File: src/rtl/sgen_pkg.sv
// Shared definitions for the serial pattern generator: state encoding and
// the legal range of the WIDTH parameter.
package sgen_pkg;

   localparam int WIDTH_MIN = 2;
   localparam int WIDTH_MAX = 32;

   // Sized so that the bit counter can reach WIDTH_MAX-1.
   localparam int CNT_W = $clog2(WIDTH_MAX);

   typedef logic [1:0] state_t;

   localparam state_t IDLE  = 2'b00;
   localparam state_t SHIFT = 2'b01;
   localparam state_t PAR   = 2'b10;
   localparam state_t DONE  = 2'b11;

endpackage

File: src/rtl/sgen_shreg.sv
// Loadable left-shift register for sgen; with SGEN_PARITY_EN defined it also
// keeps the odd-parity bit of the value captured at load time.
module sgen_shreg
   import sgen_pkg::*;
#(
   parameter int WIDTH = 8
) (
   input  logic             ck,
   input  logic             reset,
   input  logic             load,
   input  logic             shift,
   input  logic [WIDTH-1:0] din,
`ifdef SGEN_PARITY_EN
   output logic             parity,
`endif
   output logic             msb
);

   logic [WIDTH-1:0] sreg;

   always_ff @(posedge ck or posedge reset) begin
      if (reset) begin
         sreg <= '0;
      end else if (load) begin
         sreg <= din;
      end else if (shift) begin
         sreg <= {sreg[WIDTH-2:0], 1'b0};
      end
   end

   assign msb = sreg[WIDTH-1];

`ifdef SGEN_PARITY_EN
   // Parity is latched at load because the shift register contents change.
   logic par_q;

   always_ff @(posedge ck or posedge reset) begin
      if (reset) begin
         par_q <= 1'b0;
      end else if (load) begin
         par_q <= ~^din;
      end
   end

   assign parity = par_q;
`endif

endmodule

File: src/rtl/sgen.sv
// Serial pattern generator: sends a WIDTH-bit pattern MSB first on o.
// Optional odd-parity trailer enabled by defining SGEN_PARITY_EN.
module sgen
   import sgen_pkg::*;
#(
   parameter int   WIDTH      = 8,
   parameter logic IDLE_LEVEL = 1'b0
) (
   input  logic             ck,
   input  logic             reset,
   input  logic             start,
   input  logic [WIDTH-1:0] pattern,
   output logic             o,
   output logic             valid,
   output logic             busy,
   output logic             done
);

   localparam logic [CNT_W-1:0] LAST_BIT = CNT_W'(WIDTH - 1);

   generate
      if (WIDTH < WIDTH_MIN || WIDTH > WIDTH_MAX) begin : g_bad_width
         $error("sgen: WIDTH out of range");
      end
   endgenerate

   state_t           state;
   logic [CNT_W-1:0] cnt;
   logic             load;
   logic             shift;
   logic             msb;
`ifdef SGEN_PARITY_EN
   logic             parity;
`endif

   assign load  = (state == IDLE) && start;
   assign shift = (state == SHIFT);

   sgen_shreg #(
      .WIDTH (WIDTH)
   ) u_shreg (
      .ck     (ck),
      .reset  (reset),
      .load   (load),
      .shift  (shift),
      .din    (pattern),
`ifdef SGEN_PARITY_EN
      .parity (parity),
`endif
      .msb    (msb)
   );

   // Start is only honoured in IDLE, so DONE plus IDLE always separate transfers.
   always_ff @(posedge ck or posedge reset) begin
      if (reset) begin
         state <= IDLE;
         cnt   <= '0;
      end else begin
         case (state)
            IDLE: begin
               if (start) begin
                  state <= SHIFT;
                  cnt   <= '0;
               end
            end
            SHIFT: begin
               cnt <= cnt + CNT_W'(1);
               if (cnt == LAST_BIT) begin
`ifdef SGEN_PARITY_EN
                  state <= PAR;
`else
                  state <= DONE;
`endif
               end
            end
`ifdef SGEN_PARITY_EN
            PAR: begin
               state <= DONE;
            end
`endif
            DONE: begin
               state <= IDLE;
            end
            default: begin
               state <= IDLE;
            end
         endcase
      end
   end

   always_comb begin
      o     = IDLE_LEVEL;
      valid = 1'b0;
      busy  = 1'b0;
      done  = 1'b0;
      case (state)
         SHIFT: begin
            o     = msb;
            valid = 1'b1;
            busy  = 1'b1;
         end
`ifdef SGEN_PARITY_EN
         PAR: begin
            o     = parity;
            valid = 1'b1;
            busy  = 1'b1;
         end
`endif
         DONE: begin
            done = 1'b1;
            busy = 1'b1;
         end
         default: begin
            o = IDLE_LEVEL;
         end
      endcase
   end

endmodule

File: config.mk
export PLATFORM = sky130hd
export DESIGN_NAME = sgen
export DESIGN_NICKNAME = d
export VERILOG_FILES = /design/src/rtl/sgen_pkg.sv /design/src/rtl/sgen_shreg.sv /design/src/rtl/sgen.sv
export SDC_FILE = /design/constraint.sdc
export NUM_CORES = 1
export LEC_CHECK = 0
export CAP_MARGIN = 25
export CORE_UTILIZATION = 48
export CTS_CLUSTER_DIAMETER = 120
export CTS_CLUSTER_SIZE = 20
export DETAILED_ROUTE_END_ITERATION = 8
export GPL_TIMING_DRIVEN = 0
export PLACE_DENSITY = 0.78
export SKIP_LAST_GASP = 1
export SLEW_MARGIN = 20
export SYNTH_ARGS = -nofsm -noshare
export SYNTH_HDL_FRONTEND = slang
export SYNTH_SLANG_ARGS = --single-unit
export TNS_END_PERCENT = 1
File: constraint.sdc
create_clock -name ck -period 1.6 [get_ports ck]
set_clock_uncertainty 0.2 [all_clocks]
set_input_delay 0.16 -clock ck [delete_from_list [all_inputs] [get_ports ck]]
set_output_delay 0.16 -clock ck [all_outputs]
set_load 0.02 [all_outputs]
== Word level (Yosys, flattened, before mapping) ==
Index checks and enable logic that the tools add are counted.
Storage, ports and cells
  register bits: 15
  bits of input ports: 11
  output and inout bits: 4
  word-level logic and storage cells: 27
Cells by class
  add/subtract/negate cells: 1
  eq/ne operators: 5
  multiplexer cells: 11
  reductions and logical operators: 7
Operators with widths (count)
  two-way mux 8 bit: 2
  case mux 5 bit (2 select lines): 1
  adder 5 x 1 -> 5 bit (second input constant): 1
  == test 5 x 3 -> 1 bit (second input constant): 1
  two-way mux 5 bit: 1
  two-way mux 1 bit: 4
  two-way mux 2 bit: 2
  case mux 2 bit (2 select lines): 1
  AND reduction 2 bit: 2
  nonzero test 2 bit: 2
  == test 2 x 1 -> 1 bit (second input constant): 1
  == test 2 bit (second input constant): 1
  zero test 2 bit: 1
  != test 2 x 1 -> 1 bit (second input constant): 1
  != test 2 bit (second input constant): 1
  OR reduction 2 bit: 1
  logical AND 1 bit: 1

== Longest topological paths before layout ==
Gate-level depths: netlist of run 1.
  word-level depth: 3
  mapped depth: 4
  mapped depth without buffers: 4

== Hierarchy ==
From an unflattened synthesis of run 1, not the netlist that was laid out.
Second synthesis, totals
  cells, all modules: 67
  area total of the unflattened synthesis: 716.9 um^2
Modules (own cells, without submodules)
  sgen_shreg: times used 1, cells each 35, area each 372.9 um^2, seq. area each 200.2 um^2
  sgen: times used 1, cells each 32, area each 344.1 um^2, seq. area each 175.2 um^2

== Worst setup path before layout of run 1 ==
No wires, ideal clock.
  path type: flip-flop to flip-flop
  from: register state[1]
  to: register cnt[0]
  setup time: 125 ps
  arrival time: 1020 ps
  required time: 1275 ps
  slack: 255 ps
  cell stages (with the launch flop): 4
  path buffers: 1
  clock period less this slack: 1345 ps
  cells stage by stage: dfrtp_1 > buf_2 > o21bai_1 > mux2_2
On the way
  longest elaborated chain between the ends: 3
  elaborated cells between the ends (all ways): 6
  classes of those cells: eq/ne (2); mux (1); reduce/logical (3)
Ends and longest elaborated chain
  from (decl): RTL line sgen.sv:27  | state_t state;
  from (signal assigned): RTL line sgen.sv:56  | state <= IDLE;
  from (signal assigned): RTL line sgen.sv:62  | state <= SHIFT;
  from (signal assigned): RTL line sgen.sv:72  | state <= DONE;
  == test 2 x 1 -> 1 bit / zero test 2 bit (equally long branches): RTL line sgen.sv:59  | case (state)
  nonzero test 2 bit (no source line) / != test 2 bit (equally long branches)
  AND reduction 2 bit (no source line)
  to (signal assigned): RTL line sgen.sv:67  | cnt <= cnt + CNT_W'(1);
  to (decl): RTL line sgen.sv:28  | logic [CNT_W-1:0] cnt;
Several ways; a longest one is shown, not always the timed one.
A chain may end at the register's enable or synchronous reset.

== Worst setup path in the final report of run 1 ==
  from: register state[1]
  to: output valid
On the way
  longest elaborated chain between the ends: 2
Ends and longest elaborated chain
  == test 2 x 1 -> 1 bit: RTL line sgen.sv:96  | case (state)
  two-way mux 1 bit: RTL line sgen.sv:96
  to (decl): RTL line sgen.sv:14  | output logic valid,
No other way between the ends.

==> results.md, run 1 <==
* Setup Total Neg Slack at 0 ns
* Amount of wire on met2 after detailed routing at 657 µm
* Final design instance area without fill at 937.1 µm²
* Power Total at 1402 µW
* Worst r2r src: state[1]$_DFFE_PP0P_
* Inserted Clock Buffers at 3
* Final HPWL from detailed placement at 989.5 µm
* Placed cell count at 99
* Cell Rows at 13
* DRT met1 WL at 704 µm
* F_max at 628.7 MHz
* Post-synth top area share at 0.5146
* Most used flip-flop cell after synthesis: sky130_fd_sc_hd__dfrtp_1
* Weighted congestion reported at the end of routability-driven placement at 0.6981
* Drt pass-1 iters at 3
* Num ports at 15
* Yosys synthesis warning count at 0
* Final cell count without fillers at 106
* Number of endpoints with negative hold slack in the final report at 0
* Ratio of routed vias to standard cells at 5.509
* Share of final-layout standard cells stronger than drive strength 1 at 0.1868
* Overall track demand over capacity in global routing at 0.2101
* Peak VDD IR at slightly above 0.0009 V
* Global-route wire length before repair at 2132 µm
* CP top delay family: flip-flops
* Final nets at 104
* Min Tclk post-route at 1.591 ns
* Number of buffers inserted by port buffering at 14
* Sequential-to-total area share from yosys stat at 0.5146
* Total nets after synthesis at between 80 and 90
* Largest area contributor in the synthesized netlist: sky130_fd_sc_hd__dfrtp_1
* Clock sinks at 15
* Antenna-violating nets left at 0
* Endpoint of the most critical setup path: valid
* Unique masters post-synth at 22
* Maximum number of pins on one net before global-route repair at 16
* Detailed router's first-iteration violation count at 10
* Final wirelength at between 1000 and 1500 µm
* Outcome: complete, no violations
* Post-DR wirelength/cell at approximately 14 µm
* Worst EP arrival at 1.23 ns
* Kind of launch point of the worst setup path: flip-flop
* Slowest cell on the critical path: sky130_fd_sc_hd__dfrtp_1
* Pins over their slew limit at 0
* Min Hold Slack at around 0.021 ns
* Maximum count of clock buffers along a single path at 2
* Pleak at 0.0004139 µW
* Post-Syn Area per Cell at about 10 µm²
* Cell Area, Placed at 888.4 µm²
* Maximum fanout along the worst path at 5
* Placeable core region at 1350 µm²
* R2R cell count at 5
* Unrepaired setup endpoints after global routing: yes
* CTS tree: yes
* Number of buffers inserted for hold repair after clock tree synthesis at 0
* Die Footprint at 1680 µm²
* Crit path required time at 1.24 ns
* Total vias in the final route at 584
* Count of state elements after synthesis at 15
* Power per cell area at 1496 nW/µm²
* Proportion of synthesized flip-flops having asynchronous set or reset at 1.000
* Sort of element at the end of the critical path: primary output
* Kind of critical path: reg2out
* Synthesis-to-finish area growth at 28.47%
* Initial antenna violation count at 0
* Critical Path, Cell by Cell: and2b_4 -> clkdlybuf4s15_2
* Final worst path period share at 0.9941
* Cell count along the critical path at 2
* R2r setup slk at 0.09 ns
* End of the worst register-to-register path: cnt[4]$_DFFE_PP0P_
* Max transition margin at 0.6181
* Max Cap Viol at 0
* Setup violations, final at 0
* Initial cell density of the core at 0.5403
* Clock Root Buffer: sky130_fd_sc_hd__clkbuf_4
* Buf/Inv on CP at 1
* Launching element of the worst setup path: state[1]$_DFFE_PP0P_
* Worst-Skew Late Latency at around 0.28 ns
* Register clock-pin slew on the reported worst setup and hold paths at roughly 0.09 ns
* Met3 wire len at 49 µm
* Path type of the worst min-delay path: in2async
* Uppermost layer routed: met4
* Diode insertion count for antenna repair at 0
* Stage delay of the slowest cell on the critical path at between 0.4 and 0.5 ns
* Worst Max-Slew Pin Slew at 0.5723 ns
* Total gr overflow at 0
* Die boundary height at slightly above 40 µm
* Syn Inst Count at 70
* Total DRC errors in the routed layout at 0
* H-tree levels at 1
* Vias in the first global route at between 500 and 600
* Cell area after synthesis at 729.5 µm²
* Number of enable-type register cells in the synthesized netlist at 0
* Dominant cells by area after synthesis: sky130_fd_sc_hd__dfrtp_1 51%, sky130_fd_sc_hd__o21ai_0 7.5%, sky130_fd_sc_hd__a22oi_1 7.2%
* Die X-Extent at 40.99 µm
[sequential cells by signal (all words and copies together), names as in the netlist]
signal and count:
u_shreg.sreg 8, cnt 5, state 2
[metrics by stage]
step / worst slack, ns / utilization
after floorplan: 0.2553 / -
after global placement: -0.2860 / 0.6580
after detailed placement: -0.3183 / 0.6580
after CTS: -0.1358 / 0.6821
after global routing: -0.05189 / 0.6942
final: 0.009398 / 0.6942
[cells by family (layout without fill, tap and decap cells)]
kind of cell | after synthesis | count (layout) | synth area share
AO/OA/AOI/OAI | 26 | 26 | 0.2161
AND/OR/NAND/NOR | 19 | 19 | 0.1664
flip-flops | 15 | 15 | 0.5146
buffers and inverters | 6 | 27 | 0.04288
multiplexers | 3 | 3 | 0.04288
adder cells (fa/ha/maj) | 1 | 1 | 0.01715
[area by class of cell]
type	instances	area (µm²)
clock buffer	4	26.28
tap	15	18.77
sequential	15	376.6
multi-input combinational	49	329.1
inverter	2	7.507
fill	116	412.9
buffer	3	16.27
timing repair buffer	18	162.7
[routing by layer]
metal | track usage | vias to the layer above
li1 | - | 294
met1 | 0.2613 | 275
met2 | 0.3164 | 11
met3 | 0.06522 | 4
met4 | 0.1250 | 0
met5 | 0 | -
[what timing repair did]
action	in CTS	in global routing
pin swaps	0	0
setup buffers	2	2
gates resized for setup	14	4
setup endpoints to repair	4	5
[worst min path at each step]
| stage | startpoint | endpoint | slack (ns) | depth (start not counted) |
|---|---|---|---|---|
| after floorplan | reset | cnt[0]$_DFFE_PP0P_ | -0.14 | 1 |
| after global placement | cnt[4]$_DFFE_PP0P_ | state[1]$_DFFE_PP0P_ | 0.25 | 1 |
| final | reset | cnt[2]$_DFFE_PP0P_ | 0.02 | 2 |
| after CTS | reset | u_shreg.sreg[0]$_DFFE_PP0P_ | 0.03 | 2 |
| after global routing | reset | cnt[2]$_DFFE_PP0P_ | 0.08 | 2 |
| after detailed placement | cnt[4]$_DFFE_PP0P_ | state[1]$_DFFE_PP0P_ | 0.26 | 1 |
[layout by cell type, fill, tap and decap left out]
cell and n:
sky130_fd_sc_hd__dlygate4sd2_1 1, sky130_fd_sc_hd__mux2_2 1, sky130_fd_sc_hd__buf_4 5, sky130_fd_sc_hd__o21bai_2 1, sky130_fd_sc_hd__clkbuf_1 2, sky130_fd_sc_hd__mux2i_1 2, sky130_fd_sc_hd__nor4b_2 1, sky130_fd_sc_hd__dfrtp_1 14
sky130_fd_sc_hd__clkdlybuf4s50_1 10, sky130_fd_sc_hd__nand2_1 3, sky130_fd_sc_hd__dfrtp_2 1, sky130_fd_sc_hd__nor3b_1 1, sky130_fd_sc_hd__ha_1 1, sky130_fd_sc_hd__nor2b_1 6, sky130_fd_sc_hd__clkbuf_4 4, sky130_fd_sc_hd__nand4_1 2
sky130_fd_sc_hd__and2b_1 1, sky130_fd_sc_hd__clkbuf_2 1, sky130_fd_sc_hd__nand2b_1 1, sky130_fd_sc_hd__and2_1 2, sky130_fd_sc_hd__and2b_4 1, sky130_fd_sc_hd__nor2_1 1, sky130_fd_sc_hd__clkdlybuf4s15_2 1, sky130_fd_sc_hd__buf_2 1
sky130_fd_sc_hd__a22o_1 2, sky130_fd_sc_hd__inv_1 2, sky130_fd_sc_hd__o21ai_0 11, sky130_fd_sc_hd__a22oi_1 7, sky130_fd_sc_hd__a21oi_1 5
[report_power, final]
group | total [µW] | switching (µW) | internal, µW
Combinational | 567 | 267 | 301
Clock | 218 | 121 | 96.9
Sequential | 617 | 104 | 513
Total | 1400 | 491 | 911
[cell usage after synthesis (2+ instances only)]
library cell,number
sky130_fd_sc_hd__mux2i_1,2
sky130_fd_sc_hd__inv_1,2
sky130_fd_sc_hd__and2_1,2
sky130_fd_sc_hd__o21ai_0,11
sky130_fd_sc_hd__a21oi_1,5
sky130_fd_sc_hd__nand4_1,2
sky130_fd_sc_hd__clkbuf_1,2
sky130_fd_sc_hd__a22o_1,2
sky130_fd_sc_hd__a22oi_1,7
sky130_fd_sc_hd__nor2b_1,6
sky130_fd_sc_hd__and2b_1,2
sky130_fd_sc_hd__dfrtp_1,15
sky130_fd_sc_hd__nand2_1,3
Power figures use the tool's default switching activity.
==> run 2, diff against run 1 <==
- SKIP_LAST_GASP: 1 -> default
==> results.md, run 2 (synthesized netlist as in run 1, its figures left out) <==
* Inserted Clock Buffers at 3
* Final HPWL from detailed placement at 989.5 µm
* F_max at between 600 and 700 MHz
* Filler Cells Inserted at 116
* Final Util at 0.6877
* Min Hold Slack at 0.02017 ns
* CP top delay family: simple AND/OR/NAND/NOR gates
* Path type of the worst min-delay path: in2async
* Worst Max-Slew Pin Slew at 0.5718 ns
* Total DRC errors in the routed layout at 0
* Ratio of routed vias to standard cells at about 5.5
* Global-route wire length before repair at 2139 µm
* Worst EP arrival at 1.29 ns
* Unrepaired setup endpoints after global routing: yes
* Diode insertion count for antenna repair at 0
* Max reg flops at 8
* Number of endpoints with negative hold slack in the final report at 0
* Slowest cell on the critical path: sky130_fd_sc_hd__dfrtp_1
* DRT met1 WL at 713 µm
* Pins over their slew limit at 0
* Worst-Skew Late Latency at 0.28 ns
* Critical Path, Cell by Cell: and2b_4 -> and2_4 -> buf_6
* Setup WS post-layout at -0.05387 ns
* Multi-input combinational cell area at between 300 and 400 µm²
* Min Tclk post-route at about 1.7 ns
* Pleak at 0.0004035 µW
* Power per cell area at 1490 nW/µm²
* Detailed router's first-iteration violation count at 7
* Max transition margin at 0.6184
* Weighted congestion reported at the end of routability-driven placement at around 0.7
* Uppermost layer routed: met4
* Final cell count without fillers at 104
* Drt pass-1 iters at 4
* Buf/Inv on CP at 1
* Kind of critical path: reg2out
* Met3 wire len at 52 µm
* Crit path required time at around 1.2 ns
* Highest-count cells in the layout ignoring fill and taps: 14 x sky130_fd_sc_hd__dfrtp_1, 11 x sky130_fd_sc_hd__o21ai_0, 10 x sky130_fd_sc_hd__clkdlybuf4s50_1
* Maximum count of clock buffers along a single path at 2
* Initial antenna violation count at 0
* Placed cell count at around 100
* CTS tree: yes
* Amount of wire on met2 after detailed routing at 632 µm
* Die X-Extent at 40.99 µm
* Synthesis-to-finish area growth at 27.27%
* Cell Area, Placed at about 900 µm²
* Maximum number of pins on one net before global-route repair at 16
* Initial cell density of the core at 0.5403
* Post-DR wirelength/cell at 13.73 µm
* Die Footprint at about 1700 µm²
* Number of buffers inserted for hold repair after clock tree synthesis at 0
* H-tree levels at 1
* Share of final-layout standard cells stronger than drive strength 1 at 0.1798
* Cell Rows at 13
* Peak VDD IR at slightly above 0.0009 V
* Maximum fanout along the worst path at 11
* Total area of sequential cells at approximately 380 µm²
* Max Cap Viol at 0
* Total vias in the final route at 576
* Register clock-pin slew on the reported worst setup and hold paths at 0.09 ns
* Stage delay of the slowest cell on the critical path at a little over 0.4 ns
* Largest register by flop count: u_shreg.sreg
* Die boundary height at around 41 µm
* Biggest registers after layout: u_shreg.sreg x8, cnt x5, state x2
* Clock sinks at 15
* Clock Root Buffer: sky130_fd_sc_hd__clkbuf_4
* Most common cell after layout, fill and taps aside: sky130_fd_sc_hd__dfrtp_1
* Final design instance area without fill at 928.4 µm²
* Placeable core region at between 1000 and 1500 µm²
* Final wirelength at 1428 µm
* Setup violations, final at 2
* Total gr overflow at 0
* Sort of element at the end of the critical path: primary output
* Final worst path period share at 1.034
* Final nets at 102
* Overall track demand over capacity in global routing at 0.2101
* Vias in the first global route at between 400 and 500
* Failing checks: negative setup slack
* Outcome: finished with violations
* Antenna-violating nets left at 0
* Number of buffers inserted by port buffering at 14
* Kind of launch point of the worst setup path: flip-flop
* Num ports at 15
## run 2: power breakdown
group | leakage, µW | switching [µW] | internal, µW
logic | 0.000196 | 263 | 283
clock network | 0.0000150 | 123 | 96.9
registers | 0.000192 | 105 | 513
total | 0.000404 | 490 | 893
## run 2: through the flow
step / setup slack [ns] / total power (µW) / setup TNS [ns]
2_1_floorplan: 0.2553 / 984.8 / 0
3_3_place_gp: -0.2860 / 1140 / -1.422
3_5_place_dp: -0.3183 / 1160 / -1.691
4_1_cts: -0.07382 / 1393 / -0.1434
5_1_grt: -0.1142 / 1491 / -0.2524
6_report: -0.05387 / 1383 / -0.1012
## run 2: what timing repair did
action / 4_1_cts / 5_1_grt
buffers inserted: 2 / 0
gates resized for setup: 20 / 2
endpoints found under the setup margin: 4 / 7
## run 2: path summary, 6_finish.rpt
path | slack [ns] | to | start | cells after the start
worst max-delay path | -0.05 | o | state[1]$_DFFE_PP0P_ | 3
worst min-delay path | 0.02 | u_shreg.sreg[0]$_DFFE_PP0P_ | reset | 2
worst max register to register | 0.15 | cnt[0]$_DFFE_PP0P_ | state[1]$_DFFE_PP0P_ | 3
worst min register to register | 0.27 | state[1]$_DFFE_PP0P_ | cnt[4]$_DFFE_PP0P_ | 1
max in group asynchronous | 0.77 | state[0]$_DFFE_PP0P_ | reset | 2
min in group ck | 0.27 | state[1]$_DFFE_PP0P_ | cnt[4]$_DFFE_PP0P_ | 1
## run 2: routing by layer
layer  global-route usage  vias to the layer above
li1                     -                      290
met1               0.2718                      269
met2               0.3047                       13
met3              0.06522                        4
met4               0.1250                        0
met5                    0                        -
## run 2: final cells by class
cell class,instances,area share
timing repair buffer,16,0.1631
sequential,15,0.4057
multi-input combinational,49,0.3571
clock buffer,4,0.02830
buffer,3,0.01752
inverter,2,0.008086
tap,15,0.02022
==> run 3, diff against run 2 <==
- GPL_TIMING_DRIVEN: 0 -> 1
==> results.md, run 3 (synthesized netlist as in run 1, its figures left out) <==
* Power per cell area at 1439 nW/µm²
* Vias in the first global route at about 550
* Biggest registers after layout: u_shreg.sreg x8, cnt x5, state x2
* Number of endpoints with negative hold slack in the final report at 0
* End of the worst register-to-register path: cnt[0]$_DFFE_PP0P_
* Total DRC errors in the routed layout at 0
* Global-route wire length before repair at 2235 µm
* Final HPWL from detailed placement at roughly 1100 µm
* Detailed router's first-iteration violation count at 15
* Final wirelength at 1523 µm
* Internal power at about 900 µW
* Clock sinks at 15
* Cell Rows at 13
* Outcome: complete, no violations
* H-tree levels at 1
* Overall track demand over capacity in global routing at 0.2074
* R2r setup slk at 0.15 ns
* Switching fraction of total power at 0.3525
* CTS tree: yes
* Register clock-pin slew on the reported worst setup and hold paths at approximately 0.08 ns
* Dpl ws at -0.07370 ns
* Maximum fanout along the worst path at 4
* Min Tclk post-route at 1.517 ns
* Path type of the worst min-delay path: reg2reg
* Total vias in the final route at ~620
* Cell count of the worst hold path at 2
* Die X-Extent at 40.99 µm
* Total gr overflow at 0
* Largest register by flop count: u_shreg.sreg
* Initial cell density of the core at 0.5403
* Die boundary height at 40.99 µm
* Origin of the worst min-delay path: u_shreg.sreg[5]$_DFFE_PP0P_
* Setup violations, final at 0
* Worst Max-Slew Pin Slew at 0.1994 ns
* R2R cell count at 5
* Antenna-violating nets left at 0
* Num ports at 15
* Part of the total power dissipated in sequential elements at 0.442
* Number of buffers inserted by port buffering at 14
* Die Footprint at around 1700 µm²
* Kind of critical path: reg2out
* Ratio of routed vias to standard cells at 5.604
* Share of final-layout standard cells stronger than drive strength 1 at 0.2083
* Final worst path period share at 0.9483
* Max Cap Viol at 0
* Max reg flops at 8
* Synthesis-to-finish area growth at 32.76%
* Min Hold Slack at roughly 0.29 ns
* Inserted Clock Buffers at 3
* Most common cell after layout, fill and taps aside: sky130_fd_sc_hd__dfrtp_1
* Clock Root Buffer: sky130_fd_sc_hd__clkbuf_4
* Weighted congestion reported at the end of routability-driven placement at 0.7069
* Worst EP arrival at 1.16 ns
* Peak VDD IR at 0.001166 V
* Crit path required time at 1.24 ns
* Switch Pwr at 491.3 µW
* Max transition margin at 0.8667
* Post-DR wirelength/cell at 13.72 µm
* Unrepaired setup endpoints after global routing: no
* Proportion of power drawn by the clock network at 0.147
* Pins over their slew limit at 0
* Setup WS post-layout at 0.08265 ns
* Pleak at 0.0004335 µW
* Maximum count of clock buffers along a single path at 2
* Placeable core region at approximately 1400 µm²
* Kind of launch point of the worst setup path: flip-flop
* F_max at 659.0 MHz
* Sort of element at the end of the critical path: primary output
* Drt pass-1 iters at 4
* Portion of total power attributed to combinational logic at 0.411
* Diode insertion count for antenna repair at 0
* Worst-Skew Late Latency at ~0.27 ns
* Worst r2r src: state[0]$_DFFE_PP0P_
* Worst-case hold path end point: u_shreg.sreg[5]$_DFFE_PP0P_
* Final nets at 109
* Maximum number of pins on one net before global-route repair at 16
* Filler Cells Inserted at 110
* Initial antenna violation count at 0
* Highest-count cells in the layout ignoring fill and taps: 15 x sky130_fd_sc_hd__dfrtp_1, 11 x sky130_fd_sc_hd__o21ai_0, 11 x sky130_fd_sc_hd__buf_4
## run 3: changes by cell type in the layout (fill, tap and decap cells not counted), sizes merged
cell	before	now
dlygate4sd3	0	1
buf	6	13
clkdlybuf4s15	1	0
## run 3: how the worst max path moves through the flow
stage               cells after the start  slack, ns                 start                  to
global placement                        3      -0.05  state[1]$_DFFE_PP0P_                   o
floorplan                               3       0.26  state[1]$_DFFE_PP0P_  cnt[0]$_DFFE_PP0P_
CTS                                     2       0.02  state[1]$_DFFE_PP0P_               valid
global route                            3      0.008  state[1]$_DFFE_PP0P_                   o
detailed placement                      3      -0.07  state[1]$_DFFE_PP0P_                   o
finish                                  3       0.08  state[0]$_DFFE_PP0P_                   o
## run 3: worst max-delay path, stage by stage (launching register included)
cell and delay, ns:
sky130_fd_sc_hd__dfrtp_1 0.38, sky130_fd_sc_hd__and2b_2 0.21, sky130_fd_sc_hd__and2_1 0.15, sky130_fd_sc_hd__buf_2 0.15
## run 3: timing repair
item | CTS | global route
buffers inserted | 0 | 0
hold buffers | 1 | 0
hold endpoints to repair | 15 | 0
pin swaps | 0 | 0
endpoints found under the setup margin | 4 | 3
cloned | 0 | 0
gates resized for setup | 9 | 4
## run 3: final cells by class
| type | instances | area, µm² | area share |
|---|---|---|---|
| inverter | 2 | 7.507 | 0.007752 |
| timing repair buffer | 26 | 216.5 | 0.2235 |
| tap | 15 | 18.77 | 0.01938 |
| clock buffer | 4 | 26.28 | 0.02713 |
| multi-input combinational | 49 | 324.1 | 0.3346 |
| sequential | 15 | 375.4 | 0.3876 |
## run 3: power groups by stage
stage,Combinational (µW),Clock (µW),Sequential [µW]
3_3_place_gp,580,0,610
2_1_floorplan,385,0,599
3_5_place_dp,594,0,623
4_1_cts,582,213,615
5_1_grt,640,226,628
6_report,573,205,616
## run 3: metal layers
layer  routed length, µm  GRT usage  up-vias
met2                 763     0.3750       13
li1                    -          -      303
met5                   0          0        -
met1                 695     0.2535      304
met3                  50    0.03261        2
met4                  14    0.05000        0
## run 3: stage by stage
step | power, µW | TNS [ns] | cells | utilization | instance area, µm²
final | 1394 | 0 | 111 | 0.7173 | 968.4
after CTS | 1410 | 0 | 111 | 0.7238 | 977.2
after global placement | 1190 | -0.05450 | 106 | 0.7016 | 947.2
after global routing | 1495 | 0 | 111 | 0.7173 | 968.4
after detailed placement | 1217 | -0.07370 | 106 | 0.7016 | 947.2
after floorplan | 984.8 | 0 | 70 | - | 729.5
